[src/rtl/mem_addr_pkg.sv]
// Shared types and dual-rail helpers for the memory-address sequencer.
package mem_addr_pkg;

    typedef enum logic [1:0] {
        S_NULL = 2'd0,
        S_DATA = 2'd1,
        S_RTZ  = 2'd2
    } state_t;

    function automatic logic dr_is_null(input logic t, input logic f);
        return !t && !f;
    endfunction

    function automatic logic dr_onehot(input logic t, input logic f);
        return t ^ f;
    endfunction

endpackage

[src/rtl/dr_complete.sv]
// Completion detector for W dual-rail pairs: all-valid, all-NULL and any-11 flags.
module dr_complete
    import mem_addr_pkg::*;
#(
    parameter int unsigned W = 5
) (
    input  logic [W-1:0] d_t,
    input  logic [W-1:0] d_f,
    output logic         complete,
    output logic         null_all,
    output logic         illegal_any
);

    always_comb begin
        complete    = 1'b1;
        null_all    = 1'b1;
        illegal_any = 1'b0;
        for (int unsigned i = 0; i < W; i++) begin
            complete    = complete & dr_onehot(d_t[i], d_f[i]);
            null_all    = null_all & dr_is_null(d_t[i], d_f[i]);
            illegal_any = illegal_any | (d_t[i] & d_f[i]);
        end
    end

endmodule

[src/rtl/mem_addr_dr_seq.sv]
// Dual-rail address generator: picks PC or operand on ph0, latches a complete code
// and offers it to memory with a 4-phase req/ack handshake plus sticky error flags.
module mem_addr_dr_seq
    import mem_addr_pkg::*;
#(
    parameter int unsigned ADDR_W  = 4,
    parameter int unsigned TIMEOUT = 15
) (
    input  logic              clk,
    input  logic              rst_n,
    input  logic              ph0_t,
    input  logic              ph0_f,
    input  logic [ADDR_W-1:0] pc_t,
    input  logic [ADDR_W-1:0] pc_f,
    input  logic [ADDR_W-1:0] imm_t,
    input  logic [ADDR_W-1:0] imm_f,
    input  logic              mem_ack,
    output logic [ADDR_W-1:0] a_t,
    output logic [ADDR_W-1:0] a_f,
    output logic              addr_req,
    output logic              err_illegal,
    output logic              err_timeout
);

    localparam int unsigned CNT_W = $clog2(TIMEOUT + 1);

    // Reset asserts asynchronously, releases after two clean edges.
    logic [1:0] rst_sync_q, rst_sync_d;
    logic       rst_int_n;

    always_comb rst_sync_d = {rst_sync_q[0], 1'b1};

    always_ff @(posedge clk or negedge rst_n) begin
        if (!rst_n) rst_sync_q <= 2'b00;
        else        rst_sync_q <= rst_sync_d;
    end

    assign rst_int_n = rst_sync_q[1];

    logic [ADDR_W-1:0] sel_t_c, sel_f_c;
    logic              complete_c, null_sel_c, illegal_sel_c;
    logic              illegal_in_c, null_in_c;

    assign sel_t_c = ph0_t ? pc_t : imm_t;
    assign sel_f_c = ph0_t ? pc_f : imm_f;

    dr_complete #(.W(ADDR_W + 1)) u_complete (
        .d_t         ({ph0_t, sel_t_c}),
        .d_f         ({ph0_f, sel_f_c}),
        .complete    (complete_c),
        .null_all    (null_sel_c),
        .illegal_any (illegal_sel_c)
    );

    // The unselected source still counts for illegal codes and return-to-NULL.
    assign illegal_in_c = illegal_sel_c | (|(pc_t & pc_f)) | (|(imm_t & imm_f));
    assign null_in_c    = null_sel_c & ~(|{pc_t, pc_f, imm_t, imm_f});

    state_t            state_q, state_d;
    logic [ADDR_W-1:0] a_t_q, a_t_d, a_f_q, a_f_d;
    logic              addr_req_q, addr_req_d;
    logic              err_illegal_q, err_illegal_d;
    logic              err_timeout_q, err_timeout_d;
    logic [CNT_W-1:0]  cnt_q, cnt_d, cnt_inc_c;

    assign cnt_inc_c = cnt_q + CNT_W'(1);

    always_comb begin
        state_d       = state_q;
        a_t_d         = a_t_q;
        a_f_d         = a_f_q;
        addr_req_d    = addr_req_q;
        cnt_d         = cnt_q;
        err_illegal_d = err_illegal_q | illegal_in_c;
        err_timeout_d = err_timeout_q;

        case (state_q)
            S_NULL: begin
                a_t_d      = '0;
                a_f_d      = '0;
                addr_req_d = 1'b0;
                cnt_d      = '0;
                if (complete_c && !mem_ack) begin
                    a_t_d      = sel_t_c;
                    a_f_d      = sel_f_c;
                    addr_req_d = 1'b1;
                    state_d    = S_DATA;
                end
            end
            S_DATA: begin
                // Ack on the timeout edge takes priority over the error.
                if (mem_ack || cnt_inc_c == CNT_W'(TIMEOUT)) begin
                    err_timeout_d = err_timeout_q | !mem_ack;
                    a_t_d         = '0;
                    a_f_d         = '0;
                    addr_req_d    = 1'b0;
                    cnt_d         = '0;
                    state_d       = S_RTZ;
                end else begin
                    cnt_d = cnt_inc_c;
                end
            end
            S_RTZ: begin
                a_t_d      = '0;
                a_f_d      = '0;
                addr_req_d = 1'b0;
                cnt_d      = '0;
                if (null_in_c && !mem_ack) state_d = S_NULL;
            end
            default: begin
                a_t_d      = '0;
                a_f_d      = '0;
                addr_req_d = 1'b0;
                cnt_d      = '0;
                state_d    = S_NULL;
            end
        endcase
    end

    always_ff @(posedge clk or negedge rst_int_n) begin
        if (!rst_int_n) begin
            state_q       <= S_NULL;
            a_t_q         <= '0;
            a_f_q         <= '0;
            addr_req_q    <= 1'b0;
            cnt_q         <= '0;
            err_illegal_q <= 1'b0;
            err_timeout_q <= 1'b0;
        end else begin
            state_q       <= state_d;
            a_t_q         <= a_t_d;
            a_f_q         <= a_f_d;
            addr_req_q    <= addr_req_d;
            cnt_q         <= cnt_d;
            err_illegal_q <= err_illegal_d;
            err_timeout_q <= err_timeout_d;
        end
    end

    assign a_t         = a_t_q;
    assign a_f         = a_f_q;
    assign addr_req    = addr_req_q;
    assign err_illegal = err_illegal_q;
    assign err_timeout = err_timeout_q;

endmodule

[config.mk]
export PLATFORM = sky130hd
export DESIGN_NAME = mem_addr_dr_seq
export DESIGN_NICKNAME = d
export VERILOG_FILES = /design/src/rtl/mem_addr_pkg.sv /design/src/rtl/dr_complete.sv /design/src/rtl/mem_addr_dr_seq.sv
export SDC_FILE = /design/constraint.sdc
export NUM_CORES = 1
export LEC_CHECK = 0
export ABC_CLOCK_PERIOD_IN_PS = 1770
export CORE_UTILIZATION = 36
export DETAILED_ROUTE_END_ITERATION = 10
export PLACE_DENSITY = 0.68
export SETUP_SLACK_MARGIN = 0.4
export SLEW_MARGIN = 10
export SYNTH_ARGS = -nofsm -noshare
export SYNTH_HDL_FRONTEND = slang
export SYNTH_HIERARCHICAL = 1
export SYNTH_SLANG_ARGS = --single-unit
export TNS_END_PERCENT = 20
[constraint.sdc]
create_clock -name clk -period 1.77 [get_ports clk]
set_input_delay 0.354 -clock clk [delete_from_list [all_inputs] [get_ports clk]]
set_output_delay 0.354 -clock clk [all_outputs]
set_load 0.01 [all_outputs]
==> results.json, run 1 <==
{
  "avgRoutedWirePerCell_um": 14.3,
  "hpwl_mm": 2.38,
  "setup_ws_ps": -107,
  "status": "finished with violations",
  "numPortBuffers": 31,
  "fin_crit_sh_pct": 106,
  "synth_nets": 148,
  "vias": 1105,
  "maxSlewViolCount": 0,
  "crit_type": "in -> reg",
  "via_per_inst": 4.87,
  "synth.top_cell.area_share_pct": 40.1,
  "drc": 0,
  "num_rows": 20,
  "netlist_area_sq_um": 1190,
  "failed_checks": "setup timing",
  "rsz0062_at_grt": "yes",
  "clock-sinks": 19,
  "startpoint_type": "primary input",
  "r2r-start": "cnt_q[1]",
  "yosysTopAreaCell": "dfrtp_1",
  "hold_class": "in -> async",
  "antenna_cells": 0,
  "cts_max_level": 1,
  "overflow": 0,
  "grt_pass1_vias": 1183,
  "postCtsHoldBufs": 0,
  "drt_pass1_iterations": 5,
  "seq_area_sq_um": 475,
  "synth.area.top_cells": "dfrtp_1 (40%), ha_1 (13%), mux2_2 (7.6%)",
  "grt_pass1_wl_mm": 5.21,
  "antenna_found_initial": 0,
  "hold_viol_final": 0,
  "grt_max_degree": 18,
  "yosysMostFrequentCell": "dfrtp_1",
  "postSynthAreaPerCell_sq_um": 10.3,
  "worstSetupStartpoint": "ph0_t",
  "cts_buffer_depth": 2,
  "final_core_util_pct": 67.5,
  "cp.arrival_ps": 2110,
  "gp_routability_congestion": 0.800,
  "setup_violations": 10,
  "grtUsageTotal_pct": 20.0,
  "finClkSkew_ps": 0.817,
  "fmax_mhz": 533,
  "synthToLayoutAreaGrowth_pct": 75.2,
  "pre_cts_ws_ps": -930,
  "drtIter0Drc": 28,
  "reg2reg_slack_ps": 90,
  "ant_nets": 0,
  "clock_latency_ps": 290,
  "async_reset_ff_share_pct": 100,
  "synth.distinct_cells": 32,
  "crit_fanout": 5,
  "cts.reportedPaths.clkPinSlew_ps": 100,
  "worstPathRequired_ps": 2000,
  "p_leak_nw": 1.14,
  "die_w_um": 59.4,
  "synth_enable_flop_cells": 0,
  "worstRegToRegCells": 6,
  "io_pins": 32,
  "ys_ff_latch": 19,
  "max_slew_margin_pct": 53.9,
  "syn_inst": 115,
  "r2r_end": "a_t[0]",
  "core_area_sq_um": 3080,
  "fillers": 254,
  "wirelength_mm": 3.26,
  "yosys_warnings": 6,
  "worst_pin_slew_ps": 691,
  "layout-drive-gt1-share_pct": 45.9,
  "crit_path_end": "a_f[0]",
  "min_period_ps": 1880,
  "synth_ff_type": "dfrtp_1",
  "cts_buffers": 3,
  "cts-root-buf": "clkbuf_4",
  "dieArea_sq_um": 3530,
  "seq_area_frac_synth_pct": 40.1,
  "tritoncts": "yes",
  "multi_input_area_sq_um": 891,
  "start_util_pct": 38.5,
  "vdd_drop_max_uv": 191,
  "max_cap_viol_count": 0,
  "crit_path_end_kind": "flop",
  "fin_nets": 217,
  "power.density_nw_per_um2": 476,
  "die_h_um": 59.4,
  "synthTopCellsByCount": "dfrtp_1 (19), ha_1 (12), inv_1 (12)"
}
[how the worst min path moves through the flow]
stage / startpoint / endpoint / slack, ps / cells past startpoint
finish: rst_n / rst_sync_q[0] / 210 / 1
global placement: rst_sync_q[1] / a_f[1] / 300 / 0
CTS: rst_n / rst_sync_q[0] / 200 / 1
global route: rst_n / rst_sync_q[1] / 190 / 1
detailed placement: rst_sync_q[1] / a_t[0] / 300 / 0
floorplan: rst_n / rst_sync_q[0] / 60 / 0
[repair_timing]
| item | 4_1_cts | 5_1_grt |
|---|---|---|
| gates resized for setup | 69 | 10 |
| pin swaps | 8 | 8 |
| setup endpoints to repair | 27 | 21 |
| gates cloned | 2 | 0 |
| buffers inserted | 1 | 2 |
[flip-flops by register name, summed over array words and instances (netlist names)]
signal       count
a_f              4
a_t              4
cnt_q            4
rst_sync_q       2
state_q          2
addr_req         1
err_illegal      1
err_timeout      1
[cells in the final DEF (no fill, tap or decap), drive strengths merged, types with 2 or more instances in the layout]
master	netlist	layout
a21bo	9	9
nor2	6	6
xnor2	2	2
nand2	6	6
ha	12	12
or4b	1	2
dlygate4sd2	0	28
inv	12	12
and2	2	2
nand3	4	4
buf	3	36
nand2b	10	10
mux2	8	8
clkbuf	0	4
dfrtp	19	19
nor4	4	4
[area by class of cell]
type	instances	share of cell area, %
clock buffers	4	1.26
inverters	12	2.29
multi-input cells	82	42.9
flip-flops and latches	19	22.9
well taps	44	2.65
repair buffers	66	28.1
[through the flow]
step | power [W] | area (sq um) | hold slack (ps) | cells | TNS [ps]
after floorplan | 0.000577 | 1230 | 58.4 | 115 | -2140
after global placement | 0.000713 | 1810 | 296 | 218 | -9220
after detailed placement | 0.000722 | 1810 | 302 | 218 | -10090
after CTS | 0.000976 | 2020 | 200 | 225 | -873
after global routing | 0.00105 | 2080 | 190 | 227 | -1200
final | 0.000990 | 2080 | 210 | 227 | -806
[layer usage]
layer  GRT usage (%)  part of all wire, %
met1            21.4                   39
met4            8.84                  2.4
met3            1.97                  3.6
met2            38.8                   55
met5               0                    0
[logic make-up after synthesis]
family	synth area share (%)
AOI/OAI and AO/OA	14.6
xor gates and xnor gates	2.22
buffers and inverters	5.06
adders and majority gates	12.7
DFF	40.1
and+or+nand+nor	17.5
muxes	7.60
other	0.316
[worst max-delay path: stages]
cell,delay (ps)
buf_8,110
buf_12,130
mux2_4,310
inv_4,60
ha_4,120
nand3_2,80
nor2_2,100
or4b_4,510
nand2b_4,160
a21bo_1,180
[power breakdown]
part / switching [W] / internal, W / leakage (nW)
Combinational: 0.000128 / 0.000174 / 0.870
Sequential: 0.0000265 / 0.000451 / 0.254
Clock: 0.000123 / 0.0000875 / 0.0150
Total: 0.000278 / 0.000712 / 1.14
Power figures use the tool's default switching activity.
==> inputs of run 2 (changes only) <==
--- a/config.mk
+++ b/config.mk
@@ -5,10 +5,12 @@
 export SDC_FILE = /design/constraint.sdc
 export NUM_CORES = 1
 export LEC_CHECK = 0
-export ABC_CLOCK_PERIOD_IN_PS = 1770
+export ABC_AREA = 1
+export ABC_CLOCK_PERIOD_IN_PS = 1850
 export CORE_UTILIZATION = 36
 export DETAILED_ROUTE_END_ITERATION = 10
 export PLACE_DENSITY = 0.68
+export REMOVE_ABC_BUFFERS = 1
 export SETUP_SLACK_MARGIN = 0.4
 export SLEW_MARGIN = 10
 export SYNTH_ARGS = -nofsm -noshare
==> constraint.sdc (replaced) <==
create_clock -name clk -period 1.85 [get_ports clk]
set_input_delay 0.37 -clock clk [delete_from_list [all_inputs] [get_ports clk]]
set_output_delay 0.37 -clock clk [all_outputs]
set_load 0.01 [all_outputs]
==> results.json, run 2 <==
{
  "grt_pass1_vias": 1102,
  "path_buf_inv": 1,
  "gp_routability_congestion": 0.836,
  "antenna_found_initial": 0,
  "vias": 1159,
  "synth_ff_type": "dfrtp_1",
  "yosysMostFrequentCell": "nand2_1",
  "antenna_cells": 0,
  "fin_crit_sh_pct": 85.4,
  "hold_class": "in -> async",
  "crit_type": "reg -> out",
  "postSynthAreaPerCell_sq_um": 7.77,
  "fmax_mhz": 633,
  "setup_tns_ps": 0,
  "final_core_util_pct": 54.3,
  "overflow": 0,
  "crit_fanout": 2,
  "postCtsHoldBufs": 0,
  "clock_latency_ps": 290,
  "synth_enable_flop_cells": 0,
  "p_leak_nw": 1.08,
  "yosys_warnings": 6,
  "cts_buffers": 3,
  "finClkSkew_ps": 6.64,
  "p_int_w": 0.000627,
  "numPortBuffers": 31,
  "multi_input_area_sq_um": 698,
  "grt_max_degree": 18,
  "io_pins": 32,
  "die_w_um": 61.7,
  "via_per_inst": 4.39,
  "crit_slowest_cell": "clkdlybuf4s50_1",
  "synth.top_cell.area_share_pct": 37.1,
  "seq_area_sq_um": 475,
  "drc": 0,
  "start_util_pct": 38.1,
  "cts.reportedPaths.clkPinSlew_ps": 100,
  "min_period_ps": 1580,
  "yosysTopAreaCell": "dfrtp_1",
  "synthTopCellsByCount": "nand2_1 (45), inv_1 (29), nor2_1 (21)",
  "placedCellCount": 258,
  "syn_inst": 165,
  "vdd_drop_max_uv": 410,
  "ys_ff_latch": 19,
  "status": "complete, no violations",
  "final_cells": 264,
  "crit_path_end_kind": "output pin",
  "num_rows": 21,
  "synth.area.top_cells": "dfrtp_1 (37%), nand2_1 (13%), ha_1 (12%)",
  "p_seq_share_pct": 51.7,
  "synth.distinct_cells": 20,
  "combPwrFrac_pct": 24.6,
  "die_h_um": 61.7,
  "async_reset_ff_share_pct": 100,
  "maxSlewViolCount": 0,
  "p_switching_w": 0.000242,
  "placed_area_sq_um": 1760,
  "power_w": 0.000868,
  "p_clk_share_pct": 23.7,
  "layout_commonest_cell": "nand2_1",
  "cts-root-buf": "clkbuf_4",
  "power.density_nw_per_um2": 475,
  "max_cap_viol_count": 0,
  "ant_nets": 0,
  "hold_viol_final": 0,
  "grt_pass1_wl_mm": 4.77,
  "seq_area_frac_synth_pct": 37.1,
  "layout-drive-gt1-share_pct": 23.4,
  "clock-sinks": 19,
  "final_area_sq_um": 1830,
  "fillers": 355,
  "worstPathRequired_ps": 1480,
  "cp_slowest_stage_delay_ps": 550,
  "final_cell_mix": "nand2_1 (45), inv_1 (25), nor2_1 (21), dfrtp_1 (19), buf_4 (19)",
  "wirelength_mm": 2.79,
  "dieArea_sq_um": 3810,
  "path_delay_family": "buffers and inverters",
  "cts_max_level": 1,
  "max_slew_margin_pct": 53.4,
  "grtUsageTotal_pct": 17.2,
  "switching_share_pct": 27.8,
  "synthToLayoutAreaGrowth_pct": 42.4,
  "tritoncts": "yes",
  "hpwl_mm": 2.20,
  "cp.arrival_ps": 1210,
  "worst_pin_slew_ps": 699,
  "netlist_area_sq_um": 1280,
  "drtIter0Drc": 56,
  "core_area_sq_um": 3360,
  "crit_chain": "clkdlybuf4s50_1",
  "drt_pass1_iterations": 4,
  "fin_nets": 252,
  "avgRoutedWirePerCell_um": 10.6,
  "cts_buffer_depth": 2,
  "startpoint_type": "flop",
  "rsz0062_at_grt": "yes",
  "setup_violations": 0
}
==> run 2: kinds of logic (layout without fill, tap and decap cells) <==
logic type               count (synthesis)  count (layout)  synth area share [%]
adder cells (fa/ha/maj)                 12              12                  11.7
AO/OA/AOI/OAI                            8               8                  4.19
flip-flops                              19              19                  37.1
other                                    1               1                 0.292
buffers and inverters                   32              85                  10.8
multiplexers                             3               3                  2.63
AND/OR/NAND/NOR                         90              90                  33.3
==> run 2: repair_timing <==
action | 4_1_cts | 5_1_grt
buffers inserted | 1 | 0
setup endpoints to repair | 23 | 25
pin swaps | 13 | 0
endpoints found under the hold margin | 0 | 0
resized for setup | 41 | 5
cloned | 1 | 0
==> run 2: layer usage <==
layer	wire (um)	share of wire [%]	up-vias	GRT usage [%]
met1	1310	47	521	22.9
met3	133	4.8	2	4.41
met4	8	0.29	0	0.952
met5	0	0	-	0
met2	1340	48	21	29.5
li1	-	-	615	-
==> run 2: power groups by stage <==
stage	Combinational [W]	Clock (W)	Sequential, W
3_3_place_gp	0.000210	0	0.000457
2_1_floorplan	0.0000915	0	0.000457
6_report	0.000214	0.000205	0.000449
4_1_cts	0.000214	0.000212	0.000450
3_5_place_dp	0.000213	0	0.000458
5_1_grt	0.000246	0.000226	0.000453
==> run 2: path summary, 6_finish.rpt <==
kind	start	endpoint	slack, ps	cells after the start
setup / recovery	addr_req	addr_req	270	1
hold / removal	rst_n	rst_sync_q[1]	230	1
setup reg to reg	cnt_q[0]	cnt_q[1]	460	8
hold reg to reg	rst_sync_q[1]	a_t[3]	290	0
max in group asynchronous	rst_sync_q[1]	state_q[1]	1120	0
min in group clk	rst_sync_q[0]	rst_sync_q[1]	370	0
==> run 2: cell type report <==
type	count	share of cell area (%)
well taps	46	3.15
flip-flops and latches	19	26.0
clock buffers	4	1.44
repair buffers	52	25.2
multi-input cells	114	38.2
inverters	29	5.96
==> run 2: through the flow <==
stage	setup WS [ps]	hold slack [ps]
floorplan	286	74.4
finish	270	228
global route	230	221
global placement	-383	294
CTS	251	223
detailed placement	-422	315
